### config.mk
export PLATFORM = sky130hd
export DESIGN_NAME = mc_ctrl
export DESIGN_NICKNAME = d
export VERILOG_FILES = /design/src/rtl/mc_ctrl.sv
export SDC_FILE = /design/constraint.sdc
export NUM_CORES = 1
export LEC_CHECK = 0
export BUFFER_PORTS_ARGS = -buffer_cell sky130_fd_sc_hd__buf_4
export CORE_MARGIN = 4
export CORE_UTILIZATION = 34
export CTS_CLUSTER_DIAMETER = 50
export DETAILED_ROUTE_END_ITERATION = 6
export PLACE_DENSITY = 0.53
export SYNTH_ARGS = -nofsm -noshare
export SYNTH_HDL_FRONTEND = slang
export SYNTH_SLANG_ARGS = --single-unit
### constraint.sdc
create_clock -name i_clk -period 5.2 [get_ports i_clk]
set_clock_uncertainty 0.1 [all_clocks]
set_input_delay 0.26 -clock i_clk [delete_from_list [all_inputs] [get_ports i_clk]]
set_output_delay 0.26 -clock i_clk [all_outputs]
set_load 0.005 [all_outputs]
### src/rtl/mc_ctrl.sv
// -----------------------------------------------------------------------------
// mc_ctrl -- multi-cycle control FSM for the MIPS-lite core.
//
// Sequences each instruction through IF/ID/EX/MEM/WB and drives the datapath
// strobes and mux selects. Exactly one PC write is issued per instruction, in
// the final state of its path, after which the FSM returns to IF.
//
// Ports:
//   i_clk        system clock, rising edge
//   i_reset      synchronous active-high reset
//   i_op         IR[31:26]
//   i_funct      IR[5:0]
//   i_zero       ALU equality flag (rs == rt), used by beq in EX
//   o_state      current state: IF=0, ID=1, EX=2, MEM=3, WB=4
//   o_irWrite    IR load strobe
//   o_pcWrite    PC load strobe
//   o_npcSel     next-PC source: 0 PC+4, 1 branch, 2 jump index, 3 GPR[rs]
//   o_regWrite   register file write enable
//   o_regDst     write register: 0 rt, 1 rd, 2 $31
//   o_wdSel      write data: 0 ALU, 1 memory, 2 PC+4
//   o_aluBSel    ALU B: 0 GPR[rt], 1 zext(imm), 2 sext(imm)
//   o_aluOp      ALU op: 0 add, 1 sub, 2 or, 3 lui
//   o_memWrite   data memory write enable
//   o_instCount  retired instruction count (PC writes since reset)
// -----------------------------------------------------------------------------
module mc_ctrl (
   input  logic        i_clk,
   input  logic        i_reset,
   input  logic [5:0]  i_op,
   input  logic [5:0]  i_funct,
   input  logic        i_zero,
   output logic [2:0]  o_state,
   output logic        o_irWrite,
   output logic        o_pcWrite,
   output logic [1:0]  o_npcSel,
   output logic        o_regWrite,
   output logic [1:0]  o_regDst,
   output logic [1:0]  o_wdSel,
   output logic [1:0]  o_aluBSel,
   output logic [1:0]  o_aluOp,
   output logic        o_memWrite,
   output logic [31:0] o_instCount
);

   typedef enum logic [2:0] {
      S_IF  = 3'd0,
      S_ID  = 3'd1,
      S_EX  = 3'd2,
      S_MEM = 3'd3,
      S_WB  = 3'd4
   } state_e;

   typedef enum logic [3:0] {
      C_ADDU, C_SUBU, C_JR, C_ORI, C_LW, C_SW,
      C_BEQ, C_LUI, C_J, C_JAL, C_ILL
   } class_e;

   state_e      state_q, state_d;
   logic [31:0] cnt_q, cnt_d;
   class_e      cls;

   // Instruction class decode from the IR fields.
   always_comb begin
      cls = C_ILL;
      case (i_op)
         6'b000000: begin
            case (i_funct)
               6'b100001: cls = C_ADDU;
               6'b100011: cls = C_SUBU;
               6'b001000: cls = C_JR;
               default:   cls = C_ILL;
            endcase
         end
         6'b001101: cls = C_ORI;
         6'b100011: cls = C_LW;
         6'b101011: cls = C_SW;
         6'b000100: cls = C_BEQ;
         6'b001111: cls = C_LUI;
         6'b000010: cls = C_J;
         6'b000011: cls = C_JAL;
         default:   cls = C_ILL;
      endcase
   end

   // State register and retired-instruction counter.
   always_ff @(posedge i_clk) begin
      if (i_reset) begin
         state_q <= S_IF;
         cnt_q   <= '0;
      end else begin
         state_q <= state_d;
         cnt_q   <= cnt_d;
      end
   end

   // Next-state logic.
   always_comb begin
      state_d = S_IF;
      case (state_q)
         S_IF: state_d = S_ID;
         S_ID: begin
            case (cls)
               C_J, C_JR, C_ILL: state_d = S_IF;
               C_JAL:            state_d = S_WB;
               default:          state_d = S_EX;
            endcase
         end
         S_EX: begin
            case (cls)
               C_BEQ:      state_d = S_IF;
               C_LW, C_SW: state_d = S_MEM;
               default:    state_d = S_WB;
            endcase
         end
         S_MEM:   state_d = (cls == C_LW) ? S_WB : S_IF;
         S_WB:    state_d = S_IF;
         default: state_d = S_IF;
      endcase
   end

   // Output decode. Everything is held at zero while reset is asserted so an
   // aborted instruction cannot write anything in the reset cycle.
   always_comb begin
      o_irWrite  = 1'b0;
      o_pcWrite  = 1'b0;
      o_npcSel   = 2'd0;
      o_regWrite = 1'b0;
      o_regDst   = 2'd0;
      o_wdSel    = 2'd0;
      o_aluBSel  = 2'd0;
      o_aluOp    = 2'd0;
      o_memWrite = 1'b0;
      if (!i_reset) begin
         // ALU selects are a pure function of class, so they stay stable
         // from EX through MEM and WB without extra registers.
         if (state_q == S_EX || state_q == S_MEM || state_q == S_WB) begin
            case (cls)
               C_SUBU:     o_aluOp = 2'd1;
               C_BEQ:      o_aluOp = 2'd1;
               C_ORI:      begin o_aluBSel = 2'd1; o_aluOp = 2'd2; end
               C_LUI:      begin o_aluBSel = 2'd1; o_aluOp = 2'd3; end
               C_LW, C_SW: o_aluBSel = 2'd2;
               default:    ;
            endcase
         end
         case (state_q)
            S_IF: o_irWrite = 1'b1;
            S_ID: begin
               case (cls)
                  C_J:     begin o_pcWrite = 1'b1; o_npcSel = 2'd2; end
                  C_JR:    begin o_pcWrite = 1'b1; o_npcSel = 2'd3; end
                  C_ILL:   o_pcWrite = 1'b1;
                  default: ;
               endcase
            end
            S_EX: begin
               if (cls == C_BEQ) begin
                  o_pcWrite = 1'b1;
                  o_npcSel  = i_zero ? 2'd1 : 2'd0;
               end
            end
            S_MEM: begin
               if (cls == C_SW) begin
                  o_memWrite = 1'b1;
                  o_pcWrite  = 1'b1;
               end
            end
            S_WB: begin
               o_regWrite = 1'b1;
               o_pcWrite  = 1'b1;
               case (cls)
                  C_ADDU, C_SUBU: o_regDst = 2'd1;
                  C_LW:           o_wdSel  = 2'd1;
                  C_JAL: begin
                     o_regDst = 2'd2;
                     o_wdSel  = 2'd2;
                     o_npcSel = 2'd2;
                  end
                  default: ;
               endcase
            end
            default: ;
         endcase
      end
   end

   always_comb cnt_d = o_pcWrite ? cnt_q + 32'd1 : cnt_q;

   assign o_state     = state_q;
   assign o_instCount = cnt_q;

endmodule

Yosys cells after proc, flatten, opt, wreduce, memory -nomap -nowiden --
Index checks and enable logic that the tools add are counted.
Word-level totals: output and inout bits 49, word-level logic and storage cells 72, flip-flop bits (word level) 35
Cells by class: $add $sub $neg 1, equality and inequality tests 24, reductions and logical operators 10, mux-type cells 35
Operators with widths (count):
- $add 32x1->32 const B | 1
- $pmux 4 s8 | 1
- $eq 6x6->1 const B | 4
- $mux 2 | 10
- $eq 6x4->1 const B | 3
- $eq 4x3->1 const B | 4
- $pmux 2 s2 | 4
- $eq 4x4->1 const B | 3
- $eq 6x2->1 const B | 2
- $mux 1 | 12
- $pmux 2 s3 | 2
- $pmux 3 s2 | 2
- $pmux 3 s4 | 1
- $pmux 4 s3 | 1
- $eq 4x2->1 const B | 2
- $reduce_or 2->1 | 4
- $eq 3x2->1 const B | 2
- $eq 6x3->1 const B | 1
- $logic_not 6->1 | 1
- $eq 4x1->1 const B | 1
- $logic_not 4->1 | 1
- $pmux 1 s4 | 1
- $eq 3x1->1 const B | 1
- $eq 3x3->1 const B | 1
- other kinds (4) | 5

Longest topological paths before layout --
Gate-level depths: netlist of the first run.
depth in word-level cells 8, depth in mapped cells 9, gate-level depth less buffers 7

Worst setup path before layout of the first run --
Ideal clock, no wire load.
path type input port to output port, start input port i_op[0], end output port o_npcSel[0], stages on the path 7, data arrival time 2057 ps, slack 2783 ps, path through buf_2 nor3_1 nor4b_1 a31oi_1 nor4_1 or4b_2 a221oi_1
Between the ends: longest elaborated chain between the ends 6, elaborated cells on any way between the ends 16, classes of those cells 10 x eq/ne; 5 x mux; 1 x reduce/logical
Ends and longest elaborated chain:
- from (decl) | line 29 | input logic [5:0] i_op,
- $eq 6x2->1 (tied with other cells) | line 65 | case (i_op)
- $pmux 4 s8 (*) | line 65
- $eq 4x2->1 (tied with other cells) | line 149 | case (cls)
- $pmux 2 s2 or $mux 1 (tied branches) | line 149, 157
- $pmux 2 s3 (*) | line 146 | case (state_q)
- $mux 2 (*) | line 133 | if (!i_reset) begin
- to (decl) | line 35 | output logic [1:0] o_npcSel,
Every way passes the cells marked *; elsewhere a longest branch is shown, timed or not.

Worst setup path in the final report of the first run --
start register state_q[1] (netlist: o_state[1]), end register cnt_q[31] (netlist: o_instCount[31])
Between the ends: longest elaborated chain between the ends 3, elaborated cells on any way between the ends 6, classes of those cells 4 x eq/ne; 2 x mux
Ends and longest elaborated chain:
- from (decl) | line 58 | state_e state_q, state_d;
- from (signal assigned) | line 91 | state_q <= state_d;
- $eq 3x3->1 (tied with other cells) | line 146
- $pmux 1 s4 (*) | line 146
- $mux 1 (*) | line 133
- to (signal assigned) | line 92 | cnt_q <= cnt_d;
- to (decl) | line 59 | logic [31:0] cnt_q, cnt_d;
Marked as above. A chain may end at the register's enable or synchronous reset.

==> results of run 1 <==
[final cells by class]
type | count | area (um^2)
flip-flops and latches | 35 | 701
clock inverters | 3 | 43.8
fillers | 679 | 3580
multi-input cells | 207 | 1450
well taps | 77 | 96.3
repair buffers | 63 | 473
inverters | 12 | 45.0
clock buffers | 5 | 68.8
[routing by layer]
layer / wire (um) / global-route usage (%) / vias up / part of all wire [%]
met5: 0 / 0 / - / 0
met4: 55 / 3.83 / 0 / 0.92
met3: 287 / 4.26 / 5 / 4.8
met2: 2690 / 23.4 / 49 / 45
met1: 2970 / 20.9 / 1013 / 50
li1: - / - / 1116 / -
[through the flow]
| step | hold WS (ns) | instance area [um^2] | instances | setup slack [ns] |
|---|---|---|---|---|
| 2_1_floorplan | 0.349 | 2290 | 270 | 2.78 |
| 3_3_place_gp | 0.386 | 2770 | 394 | 2.34 |
| 3_5_place_dp | 0.385 | 2770 | 394 | 2.29 |
| 4_1_cts | 0.300 | 2880 | 402 | 2.28 |
| 5_1_grt | 0.319 | 2880 | 402 | 1.92 |
| 6_report | 0.297 | 2880 | 402 | 2.24 |
[sequential cells by signal, indices dropped and copies added (netlist names)]
| signal | count |
|---|---|
| o_instCount | 32 |
| o_state | 3 |
[cells in the final DEF, fill, tap and decap left out, types with 8 or more instances in the layout]
cell type	instances
nor2_1	25
nor3_1	8
o31ai_1	8
a21oi_1	20
dfxtp_1	35
nand2_1	14
buf_4	63
inv_1	12
and3_1	11
nor2b_1	8
xnor2_1	16
[critical path, stage by stage, from the launching register on]
cell	delay (ns)
dfxtp_1	0.59
nor4bb_1	0.44
o2111ai_1	0.21
a22oi_2	0.19
a21oi_2	0.24
a21o_1	0.43
or4_1	0.53
a21oi_1	0.14
[kinds of logic (layout without fill, tap and decap cells)]
kind of cell | Yosys count | in the layout
flip-flops | 35 | 35
AO/OA/AOI/OAI | 64 | 64
XOR/XNOR | 16 | 16
AND/OR/NAND/NOR | 121 | 121
adder cells (fa/ha/maj) | 1 | 1
multiplexers | 5 | 5
buffers and inverters | 28 | 83
[worst max path at each step]
stage	depth (start not counted)	start	endpoint	slack, ns
2_1_floorplan	7	i_op[0]	o_npcSel[0]	2.78
6_report	7	o_state[1]$_SDFF_PP0_	o_instCount[31]$_SDFFE_PP0P_	2.24
3_5_place_dp	7	o_state[1]$_SDFF_PP0_	o_instCount[22]$_SDFFE_PP0P_	2.29
4_1_cts	7	o_state[1]$_SDFF_PP0_	o_instCount[31]$_SDFFE_PP0P_	2.28
3_3_place_gp	9	i_funct[0]	o_npcSel[0]	2.34
5_1_grt	7	o_state[1]$_SDFF_PP0_	o_instCount[31]$_SDFFE_PP0P_	1.92
[where the power goes]
group	leakage, nW	total (mW)	internal, mW	switching [mW]
Combinational	0.712	0.0532	0.0220	0.0311
Clock	0.0581	0.245	0.143	0.102
Sequential	0.282	0.274	0.269	0.00440
Total	1.05	0.571	0.434	0.137
==> impl_metrics.csv, run 1 <==
group,metric,value,unit
run_status,status,"finished, final reports clean",
clock_tree,cts.sinks,35,
clock_tree,clock_latency,0.29,ns
critical_path,worstSetupPathType,"register to register",
timing,clock.fmax,0.338,GHz
hold_path,worstHoldStart,"i_reset",
clock_tree,cts_resized,0,
synthesis,synthTopCellsByArea,"dfxtp_1 (31%), xnor2_1 (6.1%), a21oi_1 (4.4%)",
hold_path,whs_path_depth,2,
timing,setup_violations,0,
synthesis,synth_top_family_by_area,"simple AND/OR/NAND/NOR gates",
critical_path,r2r-end,"o_instCount[31]$_SDFFE_PP0P_",
die,rows,29,
layout,final_util,44.6,%
drt,drc,0,
synthesis,yosysTopAreaCell,"dfxtp_1",
synthesis,synthArstFlopShare,0,%
clock_tree,cts_root_buf,"clkbuf_8",
global_route,grt_usage,15.2,%
global_route,first_global_vias,2082,
timing,slew_headroom,43.5,%
synthesis,synth_top_area_share,30.6,%
synthesis,synthCells,270,
synthesis,seq_area_frac_synth,30.6,%
drt,drtIter0Drc,75,
synthesis,avgSynthCellArea,8.48,um^2
critical_path,cp-start-kind,"register",
synthesis,ys.flop_type,"dfxtp_1",
critical_path,r2r_slack,2.24,ns
power_and_ir_drop,p_total,571,uW
layout,diodes,0,
die,start_util,35.5,%
synthesis,synthSimpleGateAreaFrac,31.7,%
clock_tree,h-tree-depth,2,
critical_path,required,5.31,ns
layout,area_delta_synth_final,25.7,%
placement,gp_congestion,0.807,
drt,wl_per_cell,14.9,um
clock_tree,cts_buffer_depth,2,
critical_path,cp_data_arrival_time,3.07,ns
synthesis,yosysUniqueCellTypes,57,
die,core,0.00646,mm^2
global_route,grt_pass1_wl,10.4,mm
clock_tree,post_cts_buffers,0,
synthesis,muxShareOfSynthArea,2.35,%
timing,finalWorstPathRequiredPeriod,2.96,ns
power_and_ir_drop,ir_worst_vdd,0.182,mV
synthesis,synth_edf_count,0,
timing,final_max_slew_viol_count,0,
synthesis,synthXorXnorAreaFrac,6.12,%
synthesis,ys_ff_latch,35,
timing,rsz0062_at_grt,"no",
clock_tree,cts_tree,"built",
synthesis,synth_area,0.00229,mm^2
critical_path,critPathMaxFanout,18,
drt,vias_per_cell,5.43,
synthesis,ys_top_cells_by_count,"dfxtp_1 (35), nor2_1 (25), a21oi_1 (20)",
die,dieHeight,90.1,um
global_route,gr-total-overflow,0,
critical_path,rr_startpoint,"o_state[1]$_SDFF_PP0_",
critical_path,end_kind,"register",
synthesis,synth_nets,286,
timing,finalSetupTns,0,ns
clock_tree,cts.hold.buffers_added,0,
drt,dr.pass1.iters,4,
timing,period_share,56.9,%
placement,post-dp-hpwl,4.39,mm
layout,nets,340,
hold_path,hold_path_class,"input port to register",
hold_path,min_to,"o_instCount[0]$_SDFFE_PP0P_",
drt,wl,6.01,mm
synthesis,synth_adder_area_share,0.546,%
drt,vias,2183,
critical_path,r2r_cells,7,
die,die_area,0.00812,mm^2
clock_tree,numCtsBuffers,5,
synthesis,synth_compound_area_share,22.7,%
layout,drive_gt1_share,28.3,%
synthesis,yosysMostFrequentCell,"dfxtp_1",
timing,worstMarginPinSlew,0.847,ns
global_route,grt_max_degree,45,
synthesis,ys.warnings.count,0,
die,die_x,90.1,um
flow_run,drv_cap,0,
global_route,antenna_found_initial,0,
clock_tree,path_clk_slew,0.08,ns
die,num_io_pins,64,
drt,ant_nets,0,
placement,io_buffers,63,
power_and_ir_drop,leakage,1.05,nW
timing,hold_viol,0,
power_and_ir_drop,p_per_area,198,mW/mm^2
Note: power is estimated with default switching activity, not from simulation.
==> run 2: changes to the inputs <==
--- a/config.mk
+++ b/config.mk
@@ -10,7 +10,7 @@
 export CORE_UTILIZATION = 34
 export CTS_CLUSTER_DIAMETER = 50
 export DETAILED_ROUTE_END_ITERATION = 6
-export PLACE_DENSITY = 0.53
+export PLACE_DENSITY = 0.55
 export SYNTH_ARGS = -nofsm -noshare
 export SYNTH_HDL_FRONTEND = slang
 export SYNTH_SLANG_ARGS = --single-unit
==> constraint.sdc (replaced) <==
create_clock -name i_clk -period 2.5 [get_ports i_clk]
set_clock_uncertainty 0.1 [all_clocks]
set_input_delay 0.125 -clock i_clk [delete_from_list [all_inputs] [get_ports i_clk]]
set_output_delay 0.125 -clock i_clk [all_outputs]
set_load 0.005 [all_outputs]
==> run 2 against run 1 <==
Net effect:
- sequential share of layout area decreased by 1.9 points
- count of clock-buffer cells in the layout unchanged
- combinational power increased to 2.6 times the previous value
- routed wire length increased by 0.98%
- sequential power increased by 110%
- non-clock buffer count increased by 25
- final area increased by 8.3%
- utilization increased by 3.7 points
- critical path depth increased by 2
- global-route usage about the same
- register-to-register slack got worse by 2.1 ns
- largest cell class unchanged
==> impl_metrics.csv, run 2 (synthesis gave the netlist of run 1 again) <==
group,metric,value,unit
critical_path,crit_end,"o_npcSel[0]",
placement,post-dp-hpwl,4.51,mm
layout,area_delta_synth_final,36.2,%
drt,dr.pass1.iters,4,
timing,finalWorstPathRequiredPeriod,2.33,ns
die,die_x,90.1,um
clock_tree,cts_root_buf,"clkbuf_8",
critical_path,cp-start-kind,"input port",
clock_tree,numCtsBuffers,5,
drt,wl,6.07,mm
critical_path,worstSetupPathType,"input port to output port",
global_route,grt_usage,15.2,%
timing,clock.fmax,0.429,GHz
timing,final_max_slew_viol_count,0,
clock_tree,cts_buffer_depth,2,
layout,final_util,48.3,%
timing,hold-worst-slack,0.156,ns
timing,setup_violations,0,
global_route,grt_pass1_wl,10.5,mm
clock_tree,cts.sinks,35,
global_route,grt_max_degree,45,
hold_path,hold_path_class,"input port to register",
drt,wl_per_cell,14.2,um
layout,final_common_cell,"buf_4",
die,start_util,35.5,%
die,die_area,0.00812,mm^2
global_route,antenna_found_initial,0,
power_and_ir_drop,p_per_area,391,mW/mm^2
critical_path,cp_data_arrival_time,2.11,ns
clock_tree,post_cts_buffers,0,
global_route,first_global_vias,2172,
layout,diodes,0,
clock_tree,clock_latency,0.29,ns
timing,hold_viol,0,
die,rows,29,
critical_path,critPathMaxFanout,2,
critical_path,required,2.28,ns
clock_tree,h-tree-depth,2,
global_route,gr-total-overflow,0,
layout,largest_reg_flops,32,
timing,worstMarginPinSlew,0.457,ns
die,num_io_pins,64,
die,core,0.00646,mm^2
critical_path,end_kind,"output port",
critical_path,rr_startpoint,"o_state[1]$_SDFF_PP0_",
layout,mostFrequentLayoutCells,"buf_4 (87), dfxtp_1 (35), nor2_1 (25)",
run_status,status,"finished, final reports clean",
drt,vias_per_cell,5.45,
clock_tree,path_clk_slew,0.08,ns
flow_run,drv_cap,0,
drt,vias,2328,
clock_tree,cts.hold.buffers_added,0,
power_and_ir_drop,ir_worst_vdd,0.183,mV
placement,io_buffers,63,
layout,filler_cell_count,656,
drt,ant_nets,0,
critical_path,startpoint,"i_funct[0]",
clock_tree,cts_tree,"built",
power_and_ir_drop,leakage,1.19,nW
layout,nets,365,
critical_path,r2r_slack,0.17,ns
critical_path,r2r-end,"o_instCount[4]$_SDFFE_PP0P_",
die,dieHeight,90.1,um
drt,drc,0,
layout,drive_gt1_share,35.4,%
placement,gp_congestion,0.901,
power_and_ir_drop,p_total,1.22,mW
timing,period_share,93.3,%
timing,slew_headroom,69.5,%
drt,drtIter0Drc,124,
critical_path,r2r_cells,8,
run 2: final cells by class:
cell class              instances  area [um^2]  share of cell area, %
inverters                      12         45.0                   1.44
repair buffers                 88          673                   21.6
flip-flops and latches         35          701                   22.5
multi-input cells             207         1490                   47.8
clock inverters                 3         43.8                   1.40
clock buffers                   5         68.8                   2.21
well taps                      77         96.3                   3.09
run 2: per-layer routing:
metal	track usage [%]	routed length, um	vias up
met1	20.7	2960	1111
met4	4.59	53	0
met2	23.8	2780	46
li1	-	-	1167
met3	3.34	272	4
met5	0	0	-
run 2: repair_timing:
item,CTS,global route
setup endpoints to repair,0,11
endpoints found under the hold margin,0,0
resized for setup,0,8
run 2: how the worst min path moves through the flow:
stage                                      start                            to  slack, ns  depth (start not counted)
floorplan                                i_reset   o_instCount[7]$_SDFFE_PP0P_       0.21                          3
global placement    o_instCount[31]$_SDFFE_PP0P_  o_instCount[31]$_SDFFE_PP0P_       0.38                          2
detailed placement  o_instCount[31]$_SDFFE_PP0P_  o_instCount[31]$_SDFFE_PP0P_       0.38                          2
CTS                                      i_reset   o_instCount[1]$_SDFFE_PP0P_       0.16                          2
global route                             i_reset   o_instCount[0]$_SDFFE_PP0P_       0.19                          2
finish                                   i_reset   o_instCount[0]$_SDFFE_PP0P_       0.16                          2
run 2: through the flow:
| stage | worst slack [ns] | instances | instance area, um^2 | TNS [ns] |
|---|---|---|---|---|
| floorplan | 0.214 | 270 | 2290 | 0 |
| detailed placement | 0.0298 | 419 | 2970 | 0 |
| global route | -0.00577 | 427 | 3120 | -0.00577 |
| finish | 0.168 | 427 | 3120 | 0 |
| CTS | 0.00744 | 427 | 3080 | 0 |
| global placement | -0.00426 | 419 | 2970 | -0.00426 |
run 2: worst max-delay path, cell delays in order:
cell      delay, ns
buf_4          0.11
nor4b_2        0.25
nor2_1         0.10
nor4b_2        0.22
a31oi_1        0.08
nor4_2         0.17
or4b_2         0.64
a221oi_1       0.26
buf_4          0.15
run 2: power breakdown:
| part | switching (mW) | leakage (nW) | internal (mW) |
|---|---|---|---|
| combinational | 0.0774 | 0.846 | 0.0601 |
| sequential | 0.00257 | 0.282 | 0.560 |
| clock | 0.224 | 0.0581 | 0.297 |
